`src/rtl/load_store_unit_if.sv`:
```
// Request/response handshake toward the MEM stage plus the word-wide data-memory bus.
// slave modport is the LSU view; master modport is the core/memory-side view.
interface load_store_unit_if #(
    parameter int unsigned MEM_AW = 10
);
    logic              req_valid;
    logic              req_ready;
    logic              req_we;
    logic [2:0]        req_funct3;
    logic [31:0]       req_addr;
    logic [31:0]       req_wdata;
    logic              resp_valid;
    logic [31:0]       resp_rdata;
    logic              resp_err;
    logic [MEM_AW-1:0] mem_addrs;
    logic              mem_read;
    logic              mem_write;
    logic [31:0]       write_data;
    logic [31:0]       read_data;

    modport slave (
        input  req_valid, req_we, req_funct3, req_addr, req_wdata, read_data,
        output req_ready, resp_valid, resp_rdata, resp_err,
               mem_addrs, mem_read, mem_write, write_data
    );

    modport master (
        output req_valid, req_we, req_funct3, req_addr, req_wdata, read_data,
        input  req_ready, resp_valid, resp_rdata, resp_err,
               mem_addrs, mem_read, mem_write, write_data
    );
endinterface

```
`src/rtl/load_store_unit.sv`:
```
// RISC-V data-side load/store unit: B/H/W loads and stores, sub-word stores via read-modify-write.
// Optional one-entry last-word cache enabled by defining LSU_LAST_WORD_CACHE_EN.
module load_store_unit #(
    parameter int unsigned MEM_AW = 10
) (
    input  logic               clk,
    input  logic               rst_n,
    load_store_unit_if.slave   bus
);

    typedef enum logic [2:0] {
        S_IDLE,
        S_LD,
        S_RMW_RD,
        S_WR,
        S_RESP
    } state_e;

    state_e             state_q, state_d;
    logic               we_q, we_d;
    logic [2:0]         f3_q, f3_d;
    logic [MEM_AW+1:0]  addr_q, addr_d;
    logic [31:0]        wdata_q, wdata_d;
    logic [31:0]        merged_q, merged_d;
    logic [31:0]        rdata_q, rdata_d;
    logic               err_q, err_d;
    logic               req_err;
    logic [31:0]        wr_word;

    function automatic logic [31:0] load_extract(input logic [31:0] word,
                                                 input logic [2:0]  f3,
                                                 input logic [1:0]  off);
        logic [7:0]  b;
        logic [15:0] h;
        b = 8'(word >> {off, 3'b000});
        h = 16'(word >> {off[1], 4'b0000});
        case (f3)
            3'b000:  return {{24{b[7]}}, b};
            3'b001:  return {{16{h[15]}}, h};
            3'b100:  return {24'b0, b};
            3'b101:  return {16'b0, h};
            default: return word;
        endcase
    endfunction

    function automatic logic [31:0] store_merge(input logic [31:0] word,
                                                input logic        is_half,
                                                input logic [1:0]  off,
                                                input logic [15:0] wd);
        logic [31:0] mask;
        logic [31:0] ins;
        if (is_half) begin
            mask = 32'h0000_FFFF << {off[1], 4'b0000};
            ins  = {16'b0, wd} << {off[1], 4'b0000};
        end else begin
            mask = 32'h0000_00FF << {off, 3'b000};
            ins  = {24'b0, wd[7:0]} << {off, 3'b000};
        end
        return (word & ~mask) | (ins & mask);
    endfunction

    // Illegal funct3, store with unsigned funct3, misalignment, or beyond the memory window.
    assign req_err = (bus.req_funct3 == 3'b011)
                  || (bus.req_funct3[2:1] == 2'b11)
                  || (bus.req_we && bus.req_funct3[2])
                  || ((bus.req_funct3[1:0] == 2'b01) && bus.req_addr[0])
                  || ((bus.req_funct3[1:0] == 2'b10) && (bus.req_addr[1:0] != 2'b00))
                  || (|bus.req_addr[31:MEM_AW+2]);

    assign wr_word = (f3_q == 3'b010) ? wdata_q : merged_q;

`ifdef LSU_LAST_WORD_CACHE_EN
    logic              c_valid_q, c_valid_d;
    logic [MEM_AW-1:0] c_tag_q, c_tag_d;
    logic [31:0]       c_data_q, c_data_d;
    logic              c_hit;

    assign c_hit = c_valid_q && (c_tag_q == bus.req_addr[MEM_AW+1:2]);
`endif

    always_comb begin
        state_d  = state_q;
        we_d     = we_q;
        f3_d     = f3_q;
        addr_d   = addr_q;
        wdata_d  = wdata_q;
        merged_d = merged_q;
        rdata_d  = rdata_q;
        err_d    = err_q;
`ifdef LSU_LAST_WORD_CACHE_EN
        c_valid_d = c_valid_q;
        c_tag_d   = c_tag_q;
        c_data_d  = c_data_q;
`endif
        case (state_q)
            S_IDLE: begin
                if (bus.req_valid) begin
                    we_d    = bus.req_we;
                    f3_d    = bus.req_funct3;
                    addr_d  = bus.req_addr[MEM_AW+1:0];
                    wdata_d = bus.req_wdata;
                    err_d   = req_err;
                    rdata_d = '0;
                    if (req_err) begin
                        state_d = S_RESP;
                    end else if (!bus.req_we) begin
                        state_d = S_LD;
`ifdef LSU_LAST_WORD_CACHE_EN
                        if (c_hit) begin
                            rdata_d = load_extract(c_data_q, bus.req_funct3, bus.req_addr[1:0]);
                            state_d = S_RESP;
                        end
`endif
                    end else if (bus.req_funct3 == 3'b010) begin
                        state_d = S_WR;
                    end else begin
                        state_d = S_RMW_RD;
`ifdef LSU_LAST_WORD_CACHE_EN
                        if (c_hit) begin
                            merged_d = store_merge(c_data_q, bus.req_funct3[0],
                                                   bus.req_addr[1:0], bus.req_wdata[15:0]);
                            state_d  = S_WR;
                        end
`endif
                    end
                end
            end
            S_LD: begin
                rdata_d = load_extract(bus.read_data, f3_q, addr_q[1:0]);
                state_d = S_RESP;
`ifdef LSU_LAST_WORD_CACHE_EN
                c_valid_d = 1'b1;
                c_tag_d   = addr_q[MEM_AW+1:2];
                c_data_d  = bus.read_data;
`endif
            end
            S_RMW_RD: begin
                merged_d = store_merge(bus.read_data, f3_q[0], addr_q[1:0], wdata_q[15:0]);
                state_d  = S_WR;
`ifdef LSU_LAST_WORD_CACHE_EN
                c_valid_d = 1'b1;
                c_tag_d   = addr_q[MEM_AW+1:2];
                c_data_d  = bus.read_data;
`endif
            end
            S_WR: begin
                state_d = S_RESP;
`ifdef LSU_LAST_WORD_CACHE_EN
                c_valid_d = 1'b1;
                c_tag_d   = addr_q[MEM_AW+1:2];
                c_data_d  = wr_word;
`endif
            end
            S_RESP: begin
                state_d = S_IDLE;
            end
            default: begin
                state_d = S_IDLE;
            end
        endcase
    end

    always_ff @(posedge clk or negedge rst_n) begin
        if (!rst_n) begin
            state_q  <= S_IDLE;
            we_q     <= 1'b0;
            f3_q     <= '0;
            addr_q   <= '0;
            wdata_q  <= '0;
            merged_q <= '0;
            rdata_q  <= '0;
            err_q    <= 1'b0;
`ifdef LSU_LAST_WORD_CACHE_EN
            c_valid_q <= 1'b0;
            c_tag_q   <= '0;
            c_data_q  <= '0;
`endif
        end else begin
            state_q  <= state_d;
            we_q     <= we_d;
            f3_q     <= f3_d;
            addr_q   <= addr_d;
            wdata_q  <= wdata_d;
            merged_q <= merged_d;
            rdata_q  <= rdata_d;
            err_q    <= err_d;
`ifdef LSU_LAST_WORD_CACHE_EN
            c_valid_q <= c_valid_d;
            c_tag_q   <= c_tag_d;
            c_data_q  <= c_data_d;
`endif
        end
    end

    // Outputs decode from state only, so an async reset drops the strobes at once.
    assign bus.req_ready  = (state_q == S_IDLE);
    assign bus.resp_valid = (state_q == S_RESP);
    assign bus.resp_rdata = (state_q == S_RESP) ? rdata_q : '0;
    assign bus.resp_err   = (state_q == S_RESP) && err_q;
    assign bus.mem_read   = (state_q == S_LD) || (state_q == S_RMW_RD);
    assign bus.mem_write  = (state_q == S_WR);
    assign bus.mem_addrs  = addr_q[MEM_AW+1:2];
    assign bus.write_data = (state_q == S_WR) ? wr_word : '0;

endmodule

```
`src/flat_wrapper.sv`:
```
// flat-port wrapper written by rule: the top's interface ports become plain ports
module load_store_unit_flat 
#(
    parameter int unsigned MEM_AW = 10
)
  (clk, rst_n, bus_req_valid, bus_req_we, bus_req_funct3, bus_req_addr, bus_req_wdata, bus_read_data, bus_req_ready, bus_resp_valid, bus_resp_rdata, bus_resp_err, bus_mem_addrs, bus_mem_read, bus_mem_write, bus_write_data);
  load_store_unit_if #(.MEM_AW(MEM_AW)) bus_i ();
  input  logic clk;
  input  logic rst_n;
  input wire logic [$bits(bus_i.req_valid)-1:0] bus_req_valid;
  input wire logic [$bits(bus_i.req_we)-1:0] bus_req_we;
  input wire logic [$bits(bus_i.req_funct3)-1:0] bus_req_funct3;
  input wire logic [$bits(bus_i.req_addr)-1:0] bus_req_addr;
  input wire logic [$bits(bus_i.req_wdata)-1:0] bus_req_wdata;
  input wire logic [$bits(bus_i.read_data)-1:0] bus_read_data;
  output wire logic [$bits(bus_i.req_ready)-1:0] bus_req_ready;
  output wire logic [$bits(bus_i.resp_valid)-1:0] bus_resp_valid;
  output wire logic [$bits(bus_i.resp_rdata)-1:0] bus_resp_rdata;
  output wire logic [$bits(bus_i.resp_err)-1:0] bus_resp_err;
  output wire logic [$bits(bus_i.mem_addrs)-1:0] bus_mem_addrs;
  output wire logic [$bits(bus_i.mem_read)-1:0] bus_mem_read;
  output wire logic [$bits(bus_i.mem_write)-1:0] bus_mem_write;
  output wire logic [$bits(bus_i.write_data)-1:0] bus_write_data;
  assign bus_i.req_valid = bus_req_valid;
  assign bus_i.req_we = bus_req_we;
  assign bus_i.req_funct3 = bus_req_funct3;
  assign bus_i.req_addr = bus_req_addr;
  assign bus_i.req_wdata = bus_req_wdata;
  assign bus_i.read_data = bus_read_data;
  assign bus_req_ready = bus_i.req_ready;
  assign bus_resp_valid = bus_i.resp_valid;
  assign bus_resp_rdata = bus_i.resp_rdata;
  assign bus_resp_err = bus_i.resp_err;
  assign bus_mem_addrs = bus_i.mem_addrs;
  assign bus_mem_read = bus_i.mem_read;
  assign bus_mem_write = bus_i.mem_write;
  assign bus_write_data = bus_i.write_data;
  load_store_unit #(.MEM_AW(MEM_AW)) u_core (.clk(clk), .rst_n(rst_n), .bus(bus_i));
endmodule
```
`config.mk`:
```
export PLATFORM = sky130hd
export DESIGN_NAME = load_store_unit_flat
export DESIGN_NICKNAME = d
export VERILOG_FILES = /design/src/rtl/load_store_unit_if.sv /design/src/rtl/load_store_unit.sv /design/src/flat_wrapper.sv
export SDC_FILE = /design/constraint.sdc
export NUM_CORES = 1
export LEC_CHECK = 0
export ABC_AREA = 1
export CAP_MARGIN = 20
export CELL_PAD_IN_SITES_DETAIL_PLACEMENT = 1
export CELL_PAD_IN_SITES_GLOBAL_PLACEMENT = 1
export CORE_MARGIN = 5
export CORE_UTILIZATION = 37
export DETAILED_ROUTE_END_ITERATION = 6
export PLACE_DENSITY_LB_ADDON = 0.1
export SYNTH_ARGS = -nofsm -noshare
export SYNTH_HDL_FRONTEND = slang
export SYNTH_SLANG_ARGS = --single-unit
```
`constraint.sdc`:
```
create_clock -name clk -period 3.75 [get_ports clk]
set_input_delay 0.75 -clock clk [delete_from_list [all_inputs] [get_ports clk]]
set_output_delay 0.75 -clock clk [all_outputs]
set_load 0.005 [all_outputs]
```
==> results.json, run 1 <==
{
  "setup_tns_ns": 0,
  "top_layer": "met5",
  "critPathBufInv": 3,
  "layout.nets": 1129,
  "clockRootBuffer": "clkbuf_16",
  "wl_met1_um": 10300,
  "htreeDepth": 4,
  "worstSetupEndpointType": "output pin",
  "die_h_um": 142,
  "period_needed_ns": 3.40,
  "ys_seq_area_share_pct": 44.8,
  "cts_tree": "yes",
  "start_kind": "flip-flop",
  "antenna_found_initial": 1,
  "ir_drop_mv": 0.406,
  "viasPerCell": 5.10,
  "ys_types": 33,
  "tightest_slew_ns": 0.656,
  "dieArea_um2": 20100,
  "grt-ovfl-total": 0,
  "wirelength_um": 23000,
  "post_cts_buffers": 0,
  "outcome": "finished clean",
  "track_usage_pct": 23.2,
  "r2r_setup_slack_ns": 1.76,
  "drtPass1Iterations": 6,
  "syn_area_per_cell_um2": 7.38,
  "layout-drive-gt1-share_pct": 8.37,
  "diodes": 0,
  "rsz0062_at_grt": "no",
  "slew_headroom_pct": 56.3,
  "place_congestion": 0.886,
  "finalHoldViolCount": 0,
  "instances_no_fill": 1264,
  "syn_inst": 870,
  "area_delta_synth_final_pct": 38.9,
  "cts_resized": 0,
  "p_per_area_nw_per_um2": 619,
  "dp.cells": 1231,
  "syn_nets": 973,
  "drt_iter0_drc": 362,
  "p_seq_share_pct": 33.3,
  "clk_latency_ns": 0.42,
  "cts_buffers": 17,
  "core_area_um2": 17200,
  "route.met3.wl_um": 1490,
  "cp_slowest_cell": "clkdlybuf4s50_1",
  "syn_area_um2": 6420,
  "cpLargestDelayFamily": "buffers and inverters",
  "fin_worst_skew_ns": 0.00791,
  "cp.arrival_ns": 2.65,
  "path_cells": "inv_2 -> nand3_2 -> buf_4 -> o21ai_0 -> a21oi_1 -> clkdlybuf4s50_1",
  "hold_class": "in -> async",
  "ys_ff_latch": 115,
  "wire_per_inst_um": 18.2,
  "timing_worst_setup_path_type": "reg -> out",
  "dpl.hpwl_um": 16600,
  "ctsHoldBuffers": 0,
  "drtAntennaViolNets": 0,
  "grt_pass1_wl_um": 36400,
  "slowest_delay_ns": 0.55,
  "max_cap_viol_count": 0,
  "crit_required_ns": 3.00,
  "swShare_pct": 39.5,
  "ys.warnings.count": 0,
  "first_global_vias": 6702,
  "slew_viol_final": 0,
  "num_vias": 6442,
  "max_freq_ghz": 0.294,
  "path_clk_slew_ns": 0.05,
  "pwr-share-comb_pct": 34.5,
  "numClockSinks": 115,
  "rows": 48,
  "die_w_um": 142,
  "initial_utilization_pct": 37.4,
  "critPathMaxFanout": 63,
  "portBuffers": 181,
  "power.switching_uw": 2180,
  "remaining_drc_errors": 0,
  "grt_max_degree": 70,
  "fin_crit_sh_pct": 90.7,
  "leakage_uw": 0.00410,
  "pin_count": 182,
  "whs_ns": 0.342,
  "cts_buffer_depth": 2,
  "p_int_uw": 3340,
  "met2_length_um": 10700,
  "power_frac_clock_pct": 32.2,
  "setup_violations": 0
}
[path summary, 6_finish.rpt]
path	cells after the start	startpoint	endpoint
worst min-delay path	1	rst_n	u_core.wdata_q[3]
worst max-delay path	6	u_core.f3_q[0]	bus_write_data[10]
max in group asynchronous	2	rst_n	u_core.rdata_q[24]
min in group clk	2	u_core.wdata_q[24]	u_core.wdata_q[24]
worst max register to register	8	u_core.state_q[1]	u_core.wdata_q[8]
worst min register to register	2	u_core.wdata_q[24]	u_core.wdata_q[24]
[sequential cells by signal, summed over array words and instances (netlist names)]
signal and flops:
u_core.rdata_q 32, u_core.f3_q 3, u_core.state_q 3, u_core.merged_q 32
u_core.err_q 1, u_core.wdata_q 32, u_core.addr_q 12
[cell type report]
cell class                      instances  area, µm²
Fill cell                            2130       8260
Sequential cell                       115       2880
Multi-Input combinational cell        577       2730
Timing Repair Buffer                  192       1920
Clock buffer                           20        467
Inverter                              123        464
Tap cell                              225        282
Clock inverter                         12        178
[kinds of logic after synthesis]
family / after synthesis / share of synthesized area [%]
DFF: 115 / 44.8
and+or+nand+nor: 326 / 21.2
buffers and inverters: 178 / 12.7
AOI/OAI and AO/OA: 251 / 21.2
[per-layer routing]
metal	up-vias	global-route usage, %
li1	3092	-
met1	3114	30.4
met2	197	38.0
met3	37	6.13
met4	2	6.41
met5	-	0
[through the flow]
| step | cell area (µm²) | worst slack [ns] | utilization [%] | power, µW |
|---|---|---|---|---|
| global route | 8920 | 0.170 | 51.9 | 5870 |
| CTS | 8890 | 0.367 | 51.8 | 5510 |
| finish | 8920 | 0.348 | 51.9 | 5520 |
| detailed placement | 8250 | 0.848 | 48.0 | 3700 |
| floorplan | 6420 | 1.82 | - | 3150 |
| global placement | 8250 | 0.841 | 48.0 | 3660 |
[power groups by stage]
| stage | Combinational, µW | Clock [µW] | Sequential (µW) |
|---|---|---|---|
| floorplan | 1440 | 0 | 1710 |
| global placement | 1830 | 0 | 1830 |
| detailed placement | 1850 | 0 | 1840 |
| CTS | 1880 | 1800 | 1830 |
| global route | 2140 | 1860 | 1870 |
| finish | 1910 | 1780 | 1840 |
[layout by cell type, fill, tap and decap left out, drive strengths merged, types with 3 or more instances in the layout]
master / count
o2111ai: 4
nand2: 212
inv: 124
bufinv: 4
or2: 3
o22ai: 9
nand3: 23
clkinv: 3
clkdlybuf4s50: 180
a32oi: 6
nor2: 83
buf: 12
clkbuf: 20
clkinvlp: 4
a21oi: 86
dfrtp: 115
o21ai: 141
nor3: 4
[synthesized netlist by cell type, drive strengths merged]
| master | n | area (µm²) |
|---|---|---|
| a21oi | 86 | 434 |
| o211ai | 2 | 15.0 |
| nand2 | 212 | 877 |
| buf | 33 | 272 |
| nand3 | 23 | 120 |
| o221ai | 2 | 17.5 |
| nor2 | 83 | 322 |
| o21ai | 141 | 747 |
| inv | 123 | 464 |
| clkbuf | 22 | 82.6 |
| or2 | 3 | 18.8 |
| a32oi | 6 | 52.6 |
| o22ai | 9 | 56.3 |
| nand4 | 1 | 6.26 |
| a31oi | 1 | 6.26 |
| nor3 | 4 | 20.0 |
| o2111ai | 4 | 35.0 |
| dfrtp | 115 | 2880 |
Note: power is estimated with default switching activity, not from simulation.
==> run 2, diff against run 1 <==
Settings changed: PLACE_DENSITY from default to 0.88, PLACE_DENSITY_LB_ADDON 0.1 to default.
==> run 2 against run 1 <==
  * Wire length up 5.5%
  * Power about the same
  * Setup slack better by 0.095 ns
  * Utilization down 0.073 points
  * Sequential cell count unchanged
  * Register-to-register slack worse by 0.28 ns
  * Critical path depth up 1
  * Cell area down 0.14%
  * Combinational power up 3%
  * Clock skew up 0.0022 ns
  * Die area unchanged
==> results.json, run 2 (synthesis gave the netlist of run 1 again) <==
{
  "drtPass1Iterations": 5,
  "leakage_uw": 0.00409,
  "post_cts_buffers": 0,
  "clk_latency_ns": 0.42,
  "wirelength_um": 24200,
  "rsz0062_at_grt": "no",
  "num_vias": 6643,
  "cts_buffer_depth": 2,
  "first_global_vias": 7030,
  "viasPerCell": 5.25,
  "portBuffers": 181,
  "power.switching_uw": 2260,
  "clockRootBuffer": "clkbuf_16",
  "track_usage_pct": 24.3,
  "critPathMaxFanout": 24,
  "setup_violations": 0,
  "dieArea_um2": 20100,
  "core_area_um2": 17200,
  "fin_crit_sh_pct": 88.2,
  "swShare_pct": 41.0,
  "final_common_cell": "nand2_1",
  "layout.nets": 1130,
  "htreeDepth": 4,
  "wire_per_inst_um": 19.2,
  "power_frac_clock_pct": 30.7,
  "p_int_uw": 3260,
  "multiInputGateArea_um2": 2740,
  "slew_headroom_pct": 38.7,
  "cp.arrival_ns": 2.56,
  "timing_worst_setup_path_type": "reg -> out",
  "grt-ovfl-total": 0,
  "cts_buffers": 17,
  "final_core_util_pct": 51.9,
  "area_delta_synth_final_pct": 38.7,
  "place_congestion": 0.941,
  "tightest_slew_ns": 0.918,
  "antenna_found_initial": 0,
  "reg.largest.list": "u_core.merged_q (32), u_core.rdata_q (32), u_core.wdata_q (32)",
  "die_w_um": 142,
  "setup_tns_ns": 0,
  "die_h_um": 142,
  "finalHoldViolCount": 0,
  "num-fill-cells": 2163,
  "drt_iter0_drc": 479,
  "max_freq_ghz": 0.302,
  "path_clk_slew_ns": 0.06,
  "crit_required_ns": 3.00,
  "dpl.hpwl_um": 17600,
  "worstSetupEndpointType": "output pin",
  "pin_count": 182,
  "path_cells": "inv_2 -> nand3_4 -> buf_4 -> inv_1 -> o21ai_0 -> a21oi_1 -> clkdlybuf4s50_1",
  "seq_area_um2": 2880,
  "start_kind": "flip-flop",
  "numClockSinks": 115,
  "cts_tree": "yes",
  "hold_class": "in -> async",
  "p_per_area_nw_per_um2": 620,
  "diodes": 0,
  "rows": 48,
  "period_needed_ns": 3.31,
  "p_seq_share_pct": 33.6,
  "grt_max_degree": 64,
  "initial_utilization_pct": 37.4,
  "layout_common_cells": "197 x nand2_1, 180 x clkdlybuf4s50_1, 115 x dfrtp_1, 114 x inv_1, 110 x o21ai_0",
  "fin_worst_skew_ns": 0.0101,
  "grt_pass1_wl_um": 37700,
  "layout-drive-gt1-share_pct": 8.46,
  "reg2regPathDepth": 8,
  "drtAntennaViolNets": 0,
  "outcome": "finished clean",
  "remaining_drc_errors": 0,
  "ir_drop_mv": 0.464,
  "max_cap_viol_count": 0,
  "slowest_delay_ns": 0.51,
  "cp_slowest_cell": "clkdlybuf4s50_1",
  "pwr-share-comb_pct": 35.7,
  "slew_viol_final": 0
}
[run 2: layer usage]
metal	up-vias	wire length [µm]	global-route usage, %
li1	3100	-	-
met1	3251	9850	30.6
met2	242	11900	40.2
met3	50	1760	6.10
met4	0	702	9.04
met5	-	0	0
[run 2: final cells by class]
| type | count | area share [%] |
|---|---|---|
| clock buffer | 18 | 4.93 |
| clock inverter | 14 | 1.99 |
| inverter | 123 | 5.21 |
| multi-input combinational | 577 | 30.7 |
| sequential | 115 | 32.3 |
| tap | 225 | 3.16 |
| timing repair buffer | 193 | 21.7 |
[run 2: power by group through the flow]
stage / clock (µW) / combinational [µW] / sequential [µW]
after floorplan: 0 / 1440 / 1710
after global placement: 0 / 1830 / 1840
after detailed placement: 0 / 1890 / 1850
after CTS: 1720 / 1920 / 1850
after global routing: 1790 / 2170 / 1890
final: 1700 / 1970 / 1860
[run 2: final timing paths]
kind,start,endpoint,slack [ns]
min in group clk,u_core.wdata_q[26],u_core.wdata_q[26],0.47
min,rst_n,u_core.wdata_q[26],0.42
min reg2reg,u_core.wdata_q[26],u_core.wdata_q[26],0.47
max in group asynchronous,rst_n,u_core.rdata_q[12],2.52
max reg2reg,u_core.state_q[1],u_core.wdata_q[25],1.48
max,u_core.f3_q[0],bus_write_data[1],0.44
[run 2: critical path: cells and delay by family, from the launching register on]
family	cells	cell delay [ns]
compound gates	2	0.20
flops	1	0.46
simple gates	1	0.30
buf+inv	4	1.17
[run 2: what timing repair did]
| item | CTS | global route |
|---|---|---|
| hold buffers | 0 | 0 |
| setup endpoints to repair | 0 | 1 |
| gates resized for setup | 0 | 1 |
[run 2: per-stage QoR]
| stage | cells | worst slack, ns | hold WS [ns] | instance area (µm²) | power (µW) |
|---|---|---|---|---|---|
| CTS | 1264 | 0.243 | 0.462 | 8870 | 5490 |
| global placement | 1232 | 0.751 | 0.459 | 8260 | 3670 |
| floorplan | 870 | 1.82 | 0.444 | 6420 | 3150 |
| global route | 1265 | 0.214 | 0.485 | 8910 | 5850 |
| detailed placement | 1232 | 0.702 | 0.461 | 8260 | 3740 |
| finish | 1265 | 0.443 | 0.422 | 8910 | 5520 |
